## config.mk

```make
export PLATFORM = sky130hd
export DESIGN_NAME = step_cmd_ctrl_flat
export DESIGN_NICKNAME = d
export VERILOG_FILES = /design/src/rtl/step_cmd_ctrl_pkg.sv /design/src/rtl/step_cmd_ctrl_if.sv /design/src/rtl/step_cmd_ctrl_rate_div.sv /design/src/rtl/step_cmd_ctrl.sv /design/src/flat_wrapper.sv
export SDC_FILE = /design/constraint.sdc
export NUM_CORES = 1
export LEC_CHECK = 0
export BUFFER_PORTS_ARGS = -buffer_cell sky130_fd_sc_hd__buf_2
export CAP_MARGIN = 20
export CORE_MARGIN = 5
export CORE_UTILIZATION = 54
export DETAILED_ROUTE_END_ITERATION = 16
export PLACE_DENSITY_LB_ADDON = 0.3
export SETUP_SLACK_MARGIN = 0.15
export SLEW_MARGIN = 20
export SYNTH_ARGS = -nofsm -noshare
export SYNTH_HDL_FRONTEND = slang
export SYNTH_HIERARCHICAL = 1
export SYNTH_SLANG_ARGS = --single-unit
```

## constraint.sdc

```tcl
create_clock -name clk -period 3.25 [get_ports clk]
set_clock_uncertainty 0.15 [all_clocks]
set_input_delay 0.1625 -clock clk [delete_from_list [all_inputs] [get_ports clk]]
set_output_delay 0.1625 -clock clk [all_outputs]
set_load 0.1 [all_outputs]
```

## src/rtl/step_cmd_ctrl_pkg.sv

```systemverilog
// step_cmd_ctrl shared types and constants.
// Holds the sequencer state enum and the period/ramp constants.
package step_cmd_pkg;

  typedef enum logic [1:0] {
    IDLE,
    RUN,
    DONE
  } state_e;

  localparam int MIN_PERIOD = 2;
  localparam int RAMP_MULT  = 4;
  localparam int RAMP_SHIFT = 3;

endpackage

```

## src/rtl/step_cmd_ctrl_if.sv

```systemverilog
// Command/step bus of step_cmd_ctrl.
// master: issues commands and abort; slave: the sequencer (step, dir, status).
interface step_cmd_ctrl_if #(
  parameter int CNT_W = 16,
  parameter int DIV_W = 20,
  parameter int POS_W = 24
);
  logic             cmd_valid;
  logic             cmd_ready;
  logic [CNT_W-1:0] cmd_steps;
  logic             cmd_dir;
  logic [DIV_W-1:0] cmd_period;
  logic             abort;
  logic             step;
  logic             dir;
  logic             busy;
  logic             done;
  logic             aborted;
  logic [POS_W-1:0] position;

  modport master (
    output cmd_valid, cmd_steps, cmd_dir,
    output cmd_period, abort,
    input  cmd_ready, step, dir, busy,
    input  done, aborted, position
  );

  modport slave (
    input  cmd_valid, cmd_steps, cmd_dir,
    input  cmd_period, abort,
    output cmd_ready, step, dir, busy,
    output done, aborted, position
  );
endinterface

```

## src/rtl/step_cmd_ctrl_rate_div.sv

```systemverilog
// step_rate_div: loadable down-counter, zero_o high while count is 0.
// Ports: clk, rest_n, load_i/load_val_i (reload), en_i (count), zero_o.
module step_rate_div #(
  parameter int W = 20
) (
  input  logic         clk,
  input  logic         rest_n,
  input  logic         load_i,
  input  logic [W-1:0] load_val_i,
  input  logic         en_i,
  output logic         zero_o
);
  logic [W-1:0] cnt_q;

  always_ff @(posedge clk or negedge rest_n) begin
    if (!rest_n) begin
      cnt_q <= '0;
    end else if (load_i) begin
      cnt_q <= load_val_i;
    end else if (en_i && cnt_q != '0) begin
      cnt_q <= cnt_q - W'(1);
    end
  end

  assign zero_o = (cnt_q == '0);
endmodule

```

## src/rtl/step_cmd_ctrl.sv

```systemverilog
// step_cmd_ctrl: move-command sequencer producing step strobes + position.
// Ports: clk, rest_n, bus (slave); STEP_RAMP_EN adds an accel ramp.
module step_cmd_ctrl
  import step_cmd_pkg::*;
#(
  parameter int CNT_W = 16,
  parameter int DIV_W = 20,
  parameter int POS_W = 24
) (
  input  logic           clk,
  input  logic           rest_n,
  step_cmd_ctrl_if.slave bus
);
  state_e           state_q;
  logic [CNT_W-1:0] rem_q;
  logic [DIV_W-1:0] per_q;
  logic             dir_q;
  logic             aborted_q;
  logic [POS_W-1:0] pos_q;
  logic [POS_W-1:0] pos_d;

  logic [DIV_W-1:0] p_in;
  logic [DIV_W-1:0] cur_init;
  logic [DIV_W-1:0] cur_next;
  logic             tick;
  logic             accept;
  logic             step_c;
  logic             div_load;
  logic [DIV_W-1:0] div_val;

  assign p_in =
    (bus.cmd_period < DIV_W'(MIN_PERIOD)) ?
    DIV_W'(MIN_PERIOD) : bus.cmd_period;

`ifdef STEP_RAMP_EN
  localparam logic [DIV_W+1:0] RMAX =
    {2'b00, {DIV_W{1'b1}}};
  logic [DIV_W-1:0] cur_q;
  logic [DIV_W+1:0] p_mul;
  logic [DIV_W-1:0] cur_dec;

  // first interval is a stretched period, saturated to the field
  assign p_mul =
    (DIV_W+2)'(p_in) * (DIV_W+2)'(RAMP_MULT);
  assign cur_init =
    (p_mul > RMAX) ? {DIV_W{1'b1}} : p_mul[DIV_W-1:0];
  // shrink by 1/8 per step, never below the cruise period
  assign cur_dec  = cur_q - (cur_q >> RAMP_SHIFT);
  assign cur_next = (cur_dec < per_q) ? per_q : cur_dec;
`else
  assign cur_init = p_in;
  assign cur_next = per_q;
`endif

  assign accept = (state_q == IDLE) && bus.cmd_valid;
  assign step_c = (state_q == RUN) && tick && !bus.abort;
  assign pos_d  = dir_q ? pos_q + POS_W'(1)
                        : pos_q - POS_W'(1);

  assign div_load = accept || ((state_q == RUN) && tick);
  assign div_val  = (state_q == IDLE) ?
                    cur_init - DIV_W'(1) :
                    cur_next - DIV_W'(1);

  step_rate_div #(.W(DIV_W)) u_div (
    .clk        (clk),
    .rest_n     (rest_n),
    .load_i     (div_load),
    .load_val_i (div_val),
    .en_i       (state_q == RUN),
    .zero_o     (tick)
  );

  always_ff @(posedge clk or negedge rest_n) begin
    if (!rest_n) begin
      state_q   <= IDLE;
      rem_q     <= '0;
      per_q     <= '0;
      dir_q     <= 1'b0;
      aborted_q <= 1'b0;
      pos_q     <= '0;
`ifdef STEP_RAMP_EN
      cur_q     <= '0;
`endif
    end else begin
      unique case (state_q)
        IDLE: begin
          if (bus.cmd_valid) begin
            dir_q     <= bus.cmd_dir;
            rem_q     <= bus.cmd_steps;
            per_q     <= p_in;
            aborted_q <= 1'b0;
`ifdef STEP_RAMP_EN
            cur_q     <= cur_init;
`endif
            state_q <= (bus.cmd_steps == '0) ?
                       DONE : RUN;
          end
        end
        RUN: begin
          if (bus.abort) begin
            aborted_q <= 1'b1;
            state_q   <= DONE;
          end else if (tick) begin
            rem_q <= rem_q - CNT_W'(1);
            pos_q <= pos_d;
`ifdef STEP_RAMP_EN
            cur_q <= cur_next;
`endif
            if (rem_q == CNT_W'(1)) begin
              state_q <= DONE;
            end
          end
        end
        DONE: begin
          state_q <= IDLE;
        end
        default: begin
          state_q <= IDLE;
        end
      endcase
    end
  end

  assign bus.cmd_ready = (state_q == IDLE);
  assign bus.busy      = (state_q != IDLE);
  assign bus.done      = (state_q == DONE);
  assign bus.step      = step_c;
  assign bus.dir       = dir_q;
  assign bus.aborted   = aborted_q;
  assign bus.position  = pos_q;
endmodule

```

## src/flat_wrapper.sv

```systemverilog
// flat-port wrapper written by rule: the top's interface ports become plain ports
module step_cmd_ctrl_flat import step_cmd_pkg::*;
#(
  parameter int CNT_W = 16,
  parameter int DIV_W = 20,
  parameter int POS_W = 24
)
  (clk, rest_n, bus_cmd_valid, bus_cmd_steps, bus_cmd_dir, bus_cmd_period, bus_abort, bus_cmd_ready, bus_step, bus_dir, bus_busy, bus_done, bus_aborted, bus_position);
  step_cmd_ctrl_if #(.CNT_W(CNT_W), .DIV_W(DIV_W), .POS_W(POS_W)) bus_i ();
  input  logic clk;
  input  logic rest_n;
  input wire logic [$bits(bus_i.cmd_valid)-1:0] bus_cmd_valid;
  input wire logic [$bits(bus_i.cmd_steps)-1:0] bus_cmd_steps;
  input wire logic [$bits(bus_i.cmd_dir)-1:0] bus_cmd_dir;
  input wire logic [$bits(bus_i.cmd_period)-1:0] bus_cmd_period;
  input wire logic [$bits(bus_i.abort)-1:0] bus_abort;
  output wire logic [$bits(bus_i.cmd_ready)-1:0] bus_cmd_ready;
  output wire logic [$bits(bus_i.step)-1:0] bus_step;
  output wire logic [$bits(bus_i.dir)-1:0] bus_dir;
  output wire logic [$bits(bus_i.busy)-1:0] bus_busy;
  output wire logic [$bits(bus_i.done)-1:0] bus_done;
  output wire logic [$bits(bus_i.aborted)-1:0] bus_aborted;
  output wire logic [$bits(bus_i.position)-1:0] bus_position;
  assign bus_i.cmd_valid = bus_cmd_valid;
  assign bus_i.cmd_steps = bus_cmd_steps;
  assign bus_i.cmd_dir = bus_cmd_dir;
  assign bus_i.cmd_period = bus_cmd_period;
  assign bus_i.abort = bus_abort;
  assign bus_cmd_ready = bus_i.cmd_ready;
  assign bus_step = bus_i.step;
  assign bus_dir = bus_i.dir;
  assign bus_busy = bus_i.busy;
  assign bus_done = bus_i.done;
  assign bus_aborted = bus_i.aborted;
  assign bus_position = bus_i.position;
  step_cmd_ctrl #(.CNT_W(CNT_W), .DIV_W(DIV_W), .POS_W(POS_W)) u_core (.clk(clk), .rest_n(rest_n), .bus(bus_i));
endmodule
```

# After elaboration in Yosys (flattened, before gate mapping)
# Index checks and enable logic that the tools add are counted.
[totals]
out_inout_bits = 30
wordCells = 60
register_bits = 84
[op_classes]
n_mux = 18
n_eq_ne = 9
magnitude_cmp = 1
bitwise_logic = 1
n_addsub = 6
n_reduce_logical = 18
[ops]
columns = ["op", "n"]
rows = [
  ["20-bit 2-to-1 mux", 4],
  ["20-bit by 1-bit subtractor with 20-bit output, second input constant", 3],
  ["16-bit 2-to-1 mux", 3],
  ["16-bit case mux with 2 select lines", 1],
  ["24-bit by 1-bit adder with 24-bit output, second input constant", 1],
  ["24-bit 2-to-1 mux", 1],
  ["24-bit by 1-bit subtractor with 24-bit output, second input constant", 1],
  ["20-bit zero test", 1],
  ["20-bit by 2-bit < comparator with 1-bit output, second input constant", 1],
  ["20-bit nonzero test", 1],
  ["16-bit by 1-bit == test with 1-bit output, second input constant", 1],
  ["16-bit zero test", 1],
  ["16-bit by 1-bit subtractor with 16-bit output, second input constant", 1],
  ["2-bit 2-to-1 mux", 5],
  ["3-bit AND reduction", 3],
  ["2-bit inequality test, second input constant", 3],
  ["3-bit by 2-bit inequality test with 1-bit output, second input constant", 2],
  ["2-bit nonzero test", 3],
  ["1-bit logical AND", 4],
  ["2-bit case mux with 2 select lines", 1],
  ["4-bit AND reduction", 1],
  ["2-bit by 1-bit == test with 1-bit output, second input constant", 1],
  ["2-bit == test, second input constant", 1],
  ["2-bit zero test", 1],
  ["7 further kinds", 8],
]

# Longest topological paths before layout
# Gate-level depths: netlist of run 1.
[logic_depth]
depth_word = 5
ltp_mapped = 14
depth_no_buf = 14

# Cells and area by module
# Netlist of run 1, hierarchy kept.
[modules_own_cells]
columns = ["mod", "instances", "cells_per_inst", "area_per_inst_um2"]
rows = [
  ["step_cmd_ctrl", 1, 577, 4659.5],
  ["step_rate_div", 1, 165, 1411.4],
]

# Worst setup path after synthesis of run 1
# Ideal clock, no wire load.
[synth_timing]
kind = "register to register"
startpoint = "reg u_core.dir_q, in the netlist u_core/bus.dir"
endpoint = "reg u_core.pos_q[21], in the netlist u_core/bus.position[21]"
t_required_ns = 2.968
path_stages_with_launch = 11
t_arrival_ns = 3.473
slack_ns = -0.505
path_cell_list = "dfrtp_1 > inv_1 > ha_1 > a211oi_1 > o21bai_1 > nor4_1 > a21oi_2 > a211o_1 > a21oi_1 > xor2_1 > o21ai_1"
[synth_via]
elab_chain_len = 1
[synth_lines]
columns = ["item", "line", "rtl"]
rows = [
  ["start: declaration", "step_cmd_ctrl.sv:17", "logic dir_q;"],
  ["start signal: assignment", "step_cmd_ctrl.sv:89", "dir_q <= bus.cmd_dir;"],
  ["24-bit 2-to-1 mux", "step_cmd_ctrl.sv:57", "assign pos_d = dir_q ? pos_q + POS_W'(1)"],
  ["end signal: assignment", "step_cmd_ctrl.sv:106", "pos_q <= pos_d;"],
  ["end: declaration", "step_cmd_ctrl.sv:19", "logic [POS_W-1:0] pos_q;"],
]
# No other way between the ends.
# A chain may end at the register's enable or synchronous reset.

# Final worst setup path of run 1
[layout_timing]
startpoint = "reg u_core.u_div.cnt_q[4]"
endpoint = "out bus_step"
[layout_via]
elab_chain_len = 3
[layout_lines]
columns = ["item", "line", "rtl"]
rows = [
  ["start: declaration", "step_cmd_ctrl_rate_div.sv:13", "logic [W-1:0] cnt_q;"],
  ["start signal: assignment", "step_cmd_ctrl_rate_div.sv:19", "cnt_q <= load_val_i;"],
  ["start signal: assignment", "step_cmd_ctrl_rate_div.sv:21", "cnt_q <= cnt_q - W'(1);"],
  ["20-bit zero test", "step_cmd_ctrl_rate_div.sv:25", "assign zero_o = (cnt_q == '0);"],
  ["named net u_core.tick", "step_cmd_ctrl.sv:25", "logic tick;"],
  ["1-bit logical AND (2 in a row)", "step_cmd_ctrl.sv:56", "assign step_c = (state_q == RUN) && tick && !bus.abort;"],
  ["end: declaration", "flat_wrapper.sv:18", "output wire logic [$bits(bus_i.step)-1:0] bus_step;"],
]
# The timed path passes the listed nets, and every way through them passes these cells.

==> results of run 1 <==
## worst paths after layout
path                                       startpoint                      end  slack (ns)  depth (start not counted)
worst max-delay path            u_core/u_div/cnt_q[4]                 bus_step        0.19                          8
worst min-delay path                 bus_cmd_steps[2]          u_core/rem_q[2]       0.003                          3
worst max register to register  u_core/u_div/cnt_q[4]  u_core/bus.position[23]        0.24                          9
worst min register to register        u_core/rem_q[9]          u_core/rem_q[9]        0.34                          2
max in group asynchronous                      rest_n          u_core/rem_q[3]        2.00                          3
min in group asynchronous                      rest_n  u_core/bus.position[16]        0.22                          2
## Yosys cell counts, types with 4 or more instances
master,number
a211oi_1,5
a21o_1,9
a21oi_1,36
a22oi_1,5
a31oi_1,8
and2_1,6
buf_2,5
clkbuf_1,24
dfrtp_1,84
ha_1,27
inv_1,18
mux2i_1,17
nand2_1,137
nand2b_1,8
nand3_1,21
nand4_1,5
nor2_1,49
nor2b_1,8
nor3_1,33
nor4_1,20
o211ai_1,6
o21a_1,4
o21ai_0,53
o21ai_1,11
o311ai_0,5
o31a_1,5
o31ai_1,4
o41ai_1,4
or2_2,4
or3_1,5
or4_1,9
xnor2_1,23
xor2_1,18
## sequential cells by signal (all words and copies together), names as in the netlist
register             flops
u_core/cur_next         20
u_core/u_div/cnt_q      20
u_core/rem_q            16
u_core/state_q           2
u_core/bus.dir           1
u_core/bus.aborted       1
u_core/bus.position     24
## cell type report
type	count	area (um^2)
inverters	19	78.8
clock inverters	4	50.0
flip-flops and latches	84	2110
fillers	841	3380
clock buffers	12	236
repair buffers	139	1010
multi-input cells	607	3900
well taps	140	175
## routing by layer
| layer | wire (um) | vias to the layer above | global-route usage, % |
|---|---|---|---|
| met3 | 1220 | 27 | 3.29 |
| li1 | - | 2944 | - |
| met4 | 280 | 0 | 9.51 |
| met1 | 7370 | 2970 | 36.0 |
| met5 | 0 | - | 0 |
| met2 | 8590 | 280 | 43.0 |
## cells by family after synthesis
family	after synthesis	synth area share, %
compound gates	193	21.4
xor+xnor	41	5.92
fa+ha+maj	28	5.89
buf+inv	51	3.32
flops	84	34.6
mux	17	2.80
simple gates	328	26.1
## worst max-delay path, stage by stage, from the launching register on
cell,delay (ns)
dfrtp_1,0.43
or4_4,0.50
or4_4,0.46
nor3_4,0.24
nand3b_1,0.18
a21oi_4,0.22
nand2_4,0.09
clkinvlp_4,0.11
buf_12,0.17
## stage by stage
step | setup TNS [ns] | worst slack [ns] | instance area (um^2)
floorplan | -0.0500 | -0.0500 | 6190
global placement | 0 | 0.111 | 6780
detailed placement | 0 | 0.0962 | 6780
CTS | 0 | 0.171 | 7400
global route | 0 | 0.125 | 7550
finish | 0 | 0.185 | 7550
## what timing repair did
| action | 4_1_cts | 5_1_grt |
|---|---|---|
| pin swaps | 1 | 5 |
| endpoints found under the hold margin | 75 | 0 |
| hold buffers | 32 | 0 |
| gates resized for setup | 1 | 11 |
| setup buffers | 1 | 12 |
| endpoints found under the setup margin | 1 | 12 |
| gates cloned | 0 | 1 |
==> results.txt, run 1 <==
The clock period minus final worst setup slack came out at between 3 and 4 ns. The category of the most critical setup path is register to primary output. In the synthesized netlist the async set-or-reset flop fraction comes to 100%. The element type at the critical path end is a primary output. Yosys attributes the largest share of cell area to dfrtp_1 35%, nand2_1 8.5%, ha_1 5.6%. The number of flops mapped to enable cells by yosys came out at 0. The synthesized instance count is 742.

The height of the die came out at 116 um. Once layout is complete, the cells apart from fillers number 1005. The repair_antennas step left the layout with diodes totalling 0. The average instance area after synthesis is between 8 and 9 um^2. The synthesized area came out at ~6100 um^2.

The via count of the first global-routing pass came out at roughly 5900. The tightest hold path in the finished design has a slack of approximately 0.0032 ns. The highest net fanout along the worst path is 6. Setup repair after global routing could not meet its margin everywhere. Summed over all nets, the half-perimeter wirelength after detailed placement is around 12000 um. The share of Yosys cell area claimed by the top area cell type is 34.6%. The first global-routing pass estimated about 29000 um of wire.

At the end of routability-driven placement, the weighted congestion stood at 0.865. The post-synthesis sequential area ratio came out at 34.6%. The horizontal die dimension is 116 um. The wire length per cell is 17.4 um. Across all layers, the routed design uses between 6000 and 7000 vias. The clock sink total is 84. The hold violation total from the final report is 0.

The flow ran to the end, and the final reports show no timing, DRC or antenna violations. The total overflow left after global routing is 0. The synthesized flop and latch total is 84.

Leaving out fill and tap cells, the most frequent cell in the layout is nand2_1. The post-CTS clock slew at the launch and capture registers of the worst setup and hold paths came out at about 0.06 ns. At the later pin of the worst-skew pair, clock insertion delay measures between 0.3 and 0.4 ns. The biggest area contributor in the post-synthesis netlist is dfrtp_1.

For this run, the detailed router's first-pass iteration total came to 5. The count of antenna-violating nets left after detailed routing came out at 0. The count of warnings emitted by yosys came out at 6. TritonCTS created 9 clock buffers. The total of endpoints with negative setup slack in the final report came out at 0.

The H-tree level count came out at 3. For this run, the total global-route usage over all layers was measured as between 20% and 30%. The quantity of I/O buffers inserted on ports came out at 70. The library cells used most frequently in the layout, excluding fill and tap cells, are 135 x nand2_1, 83 x dfrtp_1, 68 x buf_2. The number of antenna violations at the first check in global routing came out at 0. The most used flip-flop cell after synthesis is dfrtp_1.

The number of nets produced by synthesis is about 810. The wire length reported by the detailed router is roughly 17000 um. The starting density of the core is 55.5%. The tree is rooted in a clkbuf_16. The core outline area is approximately 11000 um^2. The worst pin sits at a relative slew slack of 47.9%. The min-delay analysis places its worst path in the category input pin to register. The slew at the pin closest to its max-slew limit is ~0.8 ns. The worst setup path is launched from a register. The final design utilization is between 60% and 70%. In the routed design, unresolved DRC markers number 0. STA puts the critical path data arrival time at 2.75 ns. The initial DRC count came out at around 570. TritonCTS built the clock tree.

Compared with the post-synthesis result, the final layout area differs by 24.4%. The number of distinct library cells after synthesis is 75. Entering global routing, the biggest net connects 47 pins. The layout net count is approximately 930. The highest achievable clock rate came out at 326 MHz. The data required time at the worst endpoint is about 2.9 ns. 71 I/O pins were placed. The count of standard-cell rows came out at 38.

The area enclosed by the die boundary came out at 13500 um^2. Cells with a size suffix above 1 make up about a fifth of the layout. The max-slew violation count came out at 0. The ratio of routed vias to standard cells came out at between 6 and 7. The maximum number of buffers from clock root to sink came out at 2.

The placed cell count came out at roughly 940. The max-capacitance violation count came out at 0. The fraction of the cycle the final worst path needs is between 90% and 100%.
Power of run 1 is left out: the tool's default activity adds up to more than one toggle a clock period on the data nets, which glitch-free logic cannot reach.
==> inputs of run 2 (changes only) <==
SYNTH_HIERARCHICAL = default   (was 1)
==> run 2 against run 1 <==
Effect of this change:
- the run now ends with negative setup slack left
- routed wire length is 16% higher
- critical path depth up 6
- worst setup slack lost 0.79 ns
- fmax is 21% lower
- design area increased by 13%
- sequential share of layout area fell by 3.1 points
- global-route usage up 2.6 points
- via count rose by 8.8%
- largest cell class unchanged
==> results.txt, run 2 <==
Result of the run: finished with violations (was finished clean). The checks that failed: negative setup slack. The highest achievable clock rate is 259 MHz (was 326 MHz).

The share of Yosys cell area claimed by the top area cell type came out at 34.8% (was 34.6%). The fill cell instance count of the final layout was 684 (was 841). The maximum vdd ir drop is ~0.6 mV. The DRC violation count after routing came out at 0 (unchanged). The relative max-transition margin is 51.0% (was 47.9%). The clock tree from TritonCTS is yes (unchanged). The wire length per cell came out at 18.5 um (was 17.4 um). The cell depth of the worst min-delay path is 3 (unchanged).

The number of diodes is 0 (unchanged). The combined global-route utilization of all metal layers came out at 28.9% (was 26.3%). The critical-path cell with the highest stage delay is or4_4 (unchanged). The number of flops mapped to enable cells by yosys came out at 0 (unchanged). The slew at the pin closest to its max-slew limit came out at 0.733 ns (was 0.781 ns). The horizontal die dimension came out at 116 um (about the same).

The number of flip-flops under the largest register name came out at 24 (unchanged). The synthesized instance count is 744 (was 742). The final weighted congestion in routability-driven placement is 0.937 (was 0.865). The leakage power total came out at 3.86 nW. The height of the die is 116 um (about the same). The most instantiated library cell after synthesis was nand2_1 (unchanged). The post-synthesis to final-layout area growth is 40.7% (was 24.4%).

The core outline area was 10900 um^2 (about the same). The count of warnings emitted by yosys was 0 (was 6). The cell type contributing the most total cell area after synthesis is dfrtp_1 (unchanged). The share of final-layout standard cells stronger than drive strength 1 is 31.2% (was 19.3%). The count of standard-cell rows is 38 (unchanged). The fraction of synthesis flops using an asynchronous set or reset pin is 100% (unchanged).

The class of the most critical hold timing path is input pin to register (unchanged). The H-tree level count was 3 (unchanged). The number of nets produced by synthesis came out at 811 (unchanged).

The average instance area after synthesis is 8.13 um^2 (was 8.18 um^2). The via count of the first global-routing pass came out at 6522 (was 5889). The most common flop cell mapped by yosys is dfrtp_1 (unchanged). The category of cells accounting for the largest share of critical-path delay is simple AND/OR/NAND/NOR gates (unchanged). The maximum number of buffers from clock root to sink came out at 2 (unchanged). The launch point of the worst reg-to-reg path was u_core.u_div.cnt_q[11] (was u_core/u_div/cnt_q[4]). The estimated wirelength of the detail-placed design is 12600 um (was 11800 um). The hold violation total from the final report came out at 0 (unchanged).

The total power per unit cell area came out at around 900 nW/um^2. The final design utilization is 78.1% (was 69.1%). The critical hold path startpoint is bus_cmd_steps[5] (was bus_cmd_steps[2]). The capture point of the worst reg-to-reg path is u_core.u_div.cnt_q[10] (was u_core/bus.position[23]).

The initial DRC count was 807 (was 573). The layout net count is 1014 (was 929). The number of CTS-inserted buffers is 9 (unchanged). The starting density of the core came out at 55.5% (about the same). The total chip power came out at approximately 7.6 mW. The clock period minus final worst setup slack is 3.86 ns (was 3.06 ns). The via total after detailed routing came to 6766 (was 6221). The worst path buffer plus inverter count is 2 (unchanged). The total of endpoints with negative setup slack in the final report came out at 13 (was 0). The most numerous cell on the critical path is or4_4 (unchanged). The highest net fanout along the worst path came out at 3 (was 6). The slack of the worst reg-to-reg path came out at -0.61 ns (was 0.24 ns). The area enclosed by the die boundary is 13400 um^2 (was 13500 um^2).

The post-route worst setup slack came out at -0.608 ns (was 0.185 ns). The synthesized area came out at 6050 um^2 (was 6070 um^2). The insertion delay of the later-clocked pin in the worst-skew pair came to 0.38 ns (was 0.35 ns). The wire length reported by the detailed router is 20200 um (was 17500 um). The logic depth of the worst register-to-register path came to 14 (was 9). The placed cell area was 7310 um^2 (was 6780 um^2).

The maximum single-stage delay on the critical path came out at 0.57 ns (was 0.50 ns). The largest net degree at the start of global routing is 51 (was 47). The quantity of I/O buffers inserted on ports came to 70 (unchanged). The post-synthesis sequential area ratio came out at 34.8% (was 34.6%).

The number of iterations in the first detailed-routing pass came out at 5 (unchanged). The count of antenna-violating nets left after detailed routing is 0 (unchanged). The endpoint of the worst hold path is u_core.rem_q[5] (was u_core/rem_q[2]). The total grt overflow came to 0 (unchanged). The number of antenna violations at the first check in global routing came to 0 (unchanged). The clock sink total is 84 (unchanged).

Unrepaired setup endpoints after global routing: yes (unchanged). The arrival time of data at the critical path endpoint came out at 3.98 ns (was 2.75 ns). The category of the worst setup path launch point was a register (unchanged).

The element type at the critical path end is a register (was primary output). CP Cell Sequence: or4_4 -> nor2_4 -> nand3_2 -> o221a_4 -> inv_2 -> ha_4 -> nand2_2 -> or4_4 -> or4_4 -> buf_4 -> a21oi_4 -> xor2_1 -> mux2i_1 -> a211oi_1 (was or4_4 -> or4_4 -> nor3_4 -> nand3b_1 -> a21oi_4 -> nand2_4 -> clkinvlp_4 -> buf_12). The final cell area excluding filler cells came out at 8510 um^2 (was 7550 um^2).

The max-slew violation count is 0 (unchanged). Commonest cells post-synth: 143 x nand2_1, 84 x dfrtp_1, 61 x a21oi_1, 57 x o21ai_0, 56 x nor2_1 (was 137 x nand2_1, 84 x dfrtp_1, 53 x o21ai_0, 49 x nor2_1, 36 x a21oi_1). The most frequent standard cell in the layout excluding fill and tap cells is nand2_1 (unchanged).

The synthesized flop and latch total is 84 (unchanged). Top cells by area, synth: dfrtp_1 35%, nand2_1 8.9%, ha_1 5.2% (was dfrtp_1 35%, nand2_1 8.5%, ha_1 5.6%). The max-capacitance violation count came out at 0 (unchanged). The source of the critical timing path was u_core.u_div.cnt_q[11] (was u_core/u_div/cnt_q[4]).

The fraction of the cycle the final worst path needs came out at 119% (was 94.3%). The critical path depth was 14 (was 8). The post-CTS clock slew at the launch and capture registers of the worst setup and hold paths came out at 0.08 ns (was 0.06 ns). Most frequent cells in the layout: 137 x nand2_1, 107 x buf_4, 83 x dfrtp_1 (was 135 x nand2_1, 83 x dfrtp_1, 68 x buf_2). The root buffer cell was clkbuf_8 (was clkbuf_16). The ratio of routed vias to standard cells is 6.20 (was 6.19). The count of pins on the block boundary is 71 (unchanged). The category of the most critical setup path was register to register (was register to primary output).

The number of distinct library cells after synthesis came out at 72 (was 75). The wire length of the first global-routing pass is 31100 um (was 28600 um). The data required time at the worst endpoint is 3.37 ns (was 2.94 ns).
-- run 2: cell count changes after synthesis, sizes merged, moves of 8 or more --
cell / previous run / this run
a21oi: 38 / 61
and4: 0 / 8
inv: 19 / 11
mux2i: 17 / 30
nor3: 34 / 23
xnor2: 23 / 8
-- run 2: cell type report --
| cell class | count | area (um^2) | share of cell area, % |
|---|---|---|---|
| clock inverter | 1 | 7.51 | 0.0882 |
| tap | 140 | 175 | 2.06 |
| sequential | 84 | 2110 | 24.8 |
| timing repair buffer | 228 | 1750 | 20.6 |
| inverter | 11 | 45.0 | 0.529 |
| clock buffer | 15 | 166 | 1.96 |
| multi-input combinational | 613 | 4250 | 50.0 |
-- run 2: worst max path at each step --
stage                                   to  slack [ns]
floorplan           u_core.u_div.cnt_q[18]       -0.52
global placement    u_core.u_div.cnt_q[18]       -0.43
detailed placement  u_core.u_div.cnt_q[18]       -0.50
CTS                 u_core.u_div.cnt_q[18]       -0.51
global route        u_core.u_div.cnt_q[10]       -0.68
finish              u_core.u_div.cnt_q[10]       -0.61
-- run 2: kinds of logic after synthesis --
| group | share of synthesized area [%] |
|---|---|
| muxes | 5.59 |
| buffers and inverters | 3.41 |
| AOI/OAI and AO/OA | 20.7 |
| adders and majority gates | 5.50 |
| and+or+nand+nor | 26.4 |
| xor gates and xnor gates | 3.62 |
| DFF | 34.8 |
-- run 2: power breakdown --
group | internal [mW] | switching (mW) | total (mW)
logic | 2.24 | 2.92 | 5.16
registers | 1.42 | 0.336 | 1.75
clock network | 0.322 | 0.406 | 0.728
-- run 2: routing by layer --
layer	wire (um)	GRT usage [%]	up-vias
met2	9870	48.8	331
met1	8320	37.0	3253
met3	1310	4.33	79
met5	0	0	-
met4	689	12.6	0
li1	-	-	3103
-- run 2: timing repair --
item	in CTS	in global routing
hold buffers	37	0
pin swaps	29	37
setup buffers	15	15
endpoints found under the setup margin	17	29
hold endpoints to repair	85	0
gates resized for setup	29	48
gates cloned	1	0
-- run 2: worst register-to-register path, delay by kind of cell (launching register included) --
| family | cells | cell delay, ns |
|---|---|---|
| buf+inv | 2 | 0.27 |
| flops | 1 | 0.40 |
| simple gates | 6 | 1.78 |
| xor+xnor | 1 | 0.18 |
| fa+ha+maj | 1 | 0.15 |
| compound gates | 3 | 0.71 |
| mux | 1 | 0.12 |
-- run 2: per-stage QoR --
step / setup WS [ns] / std cells / setup TNS (ns) / hold slack, ns
floorplan: -0.517 / 744 / -2.89 / -0.283
global placement: -0.433 / 1008 / -3.55 / 0.0833
detailed placement: -0.504 / 1008 / -4.19 / 0.0943
CTS: -0.512 / 1077 / -3.34 / 0.00409
global route: -0.684 / 1092 / -5.00 / 0.0284
finish: -0.608 / 1092 / -4.05 / 0.00268
(Power assumes the default switching activity.)
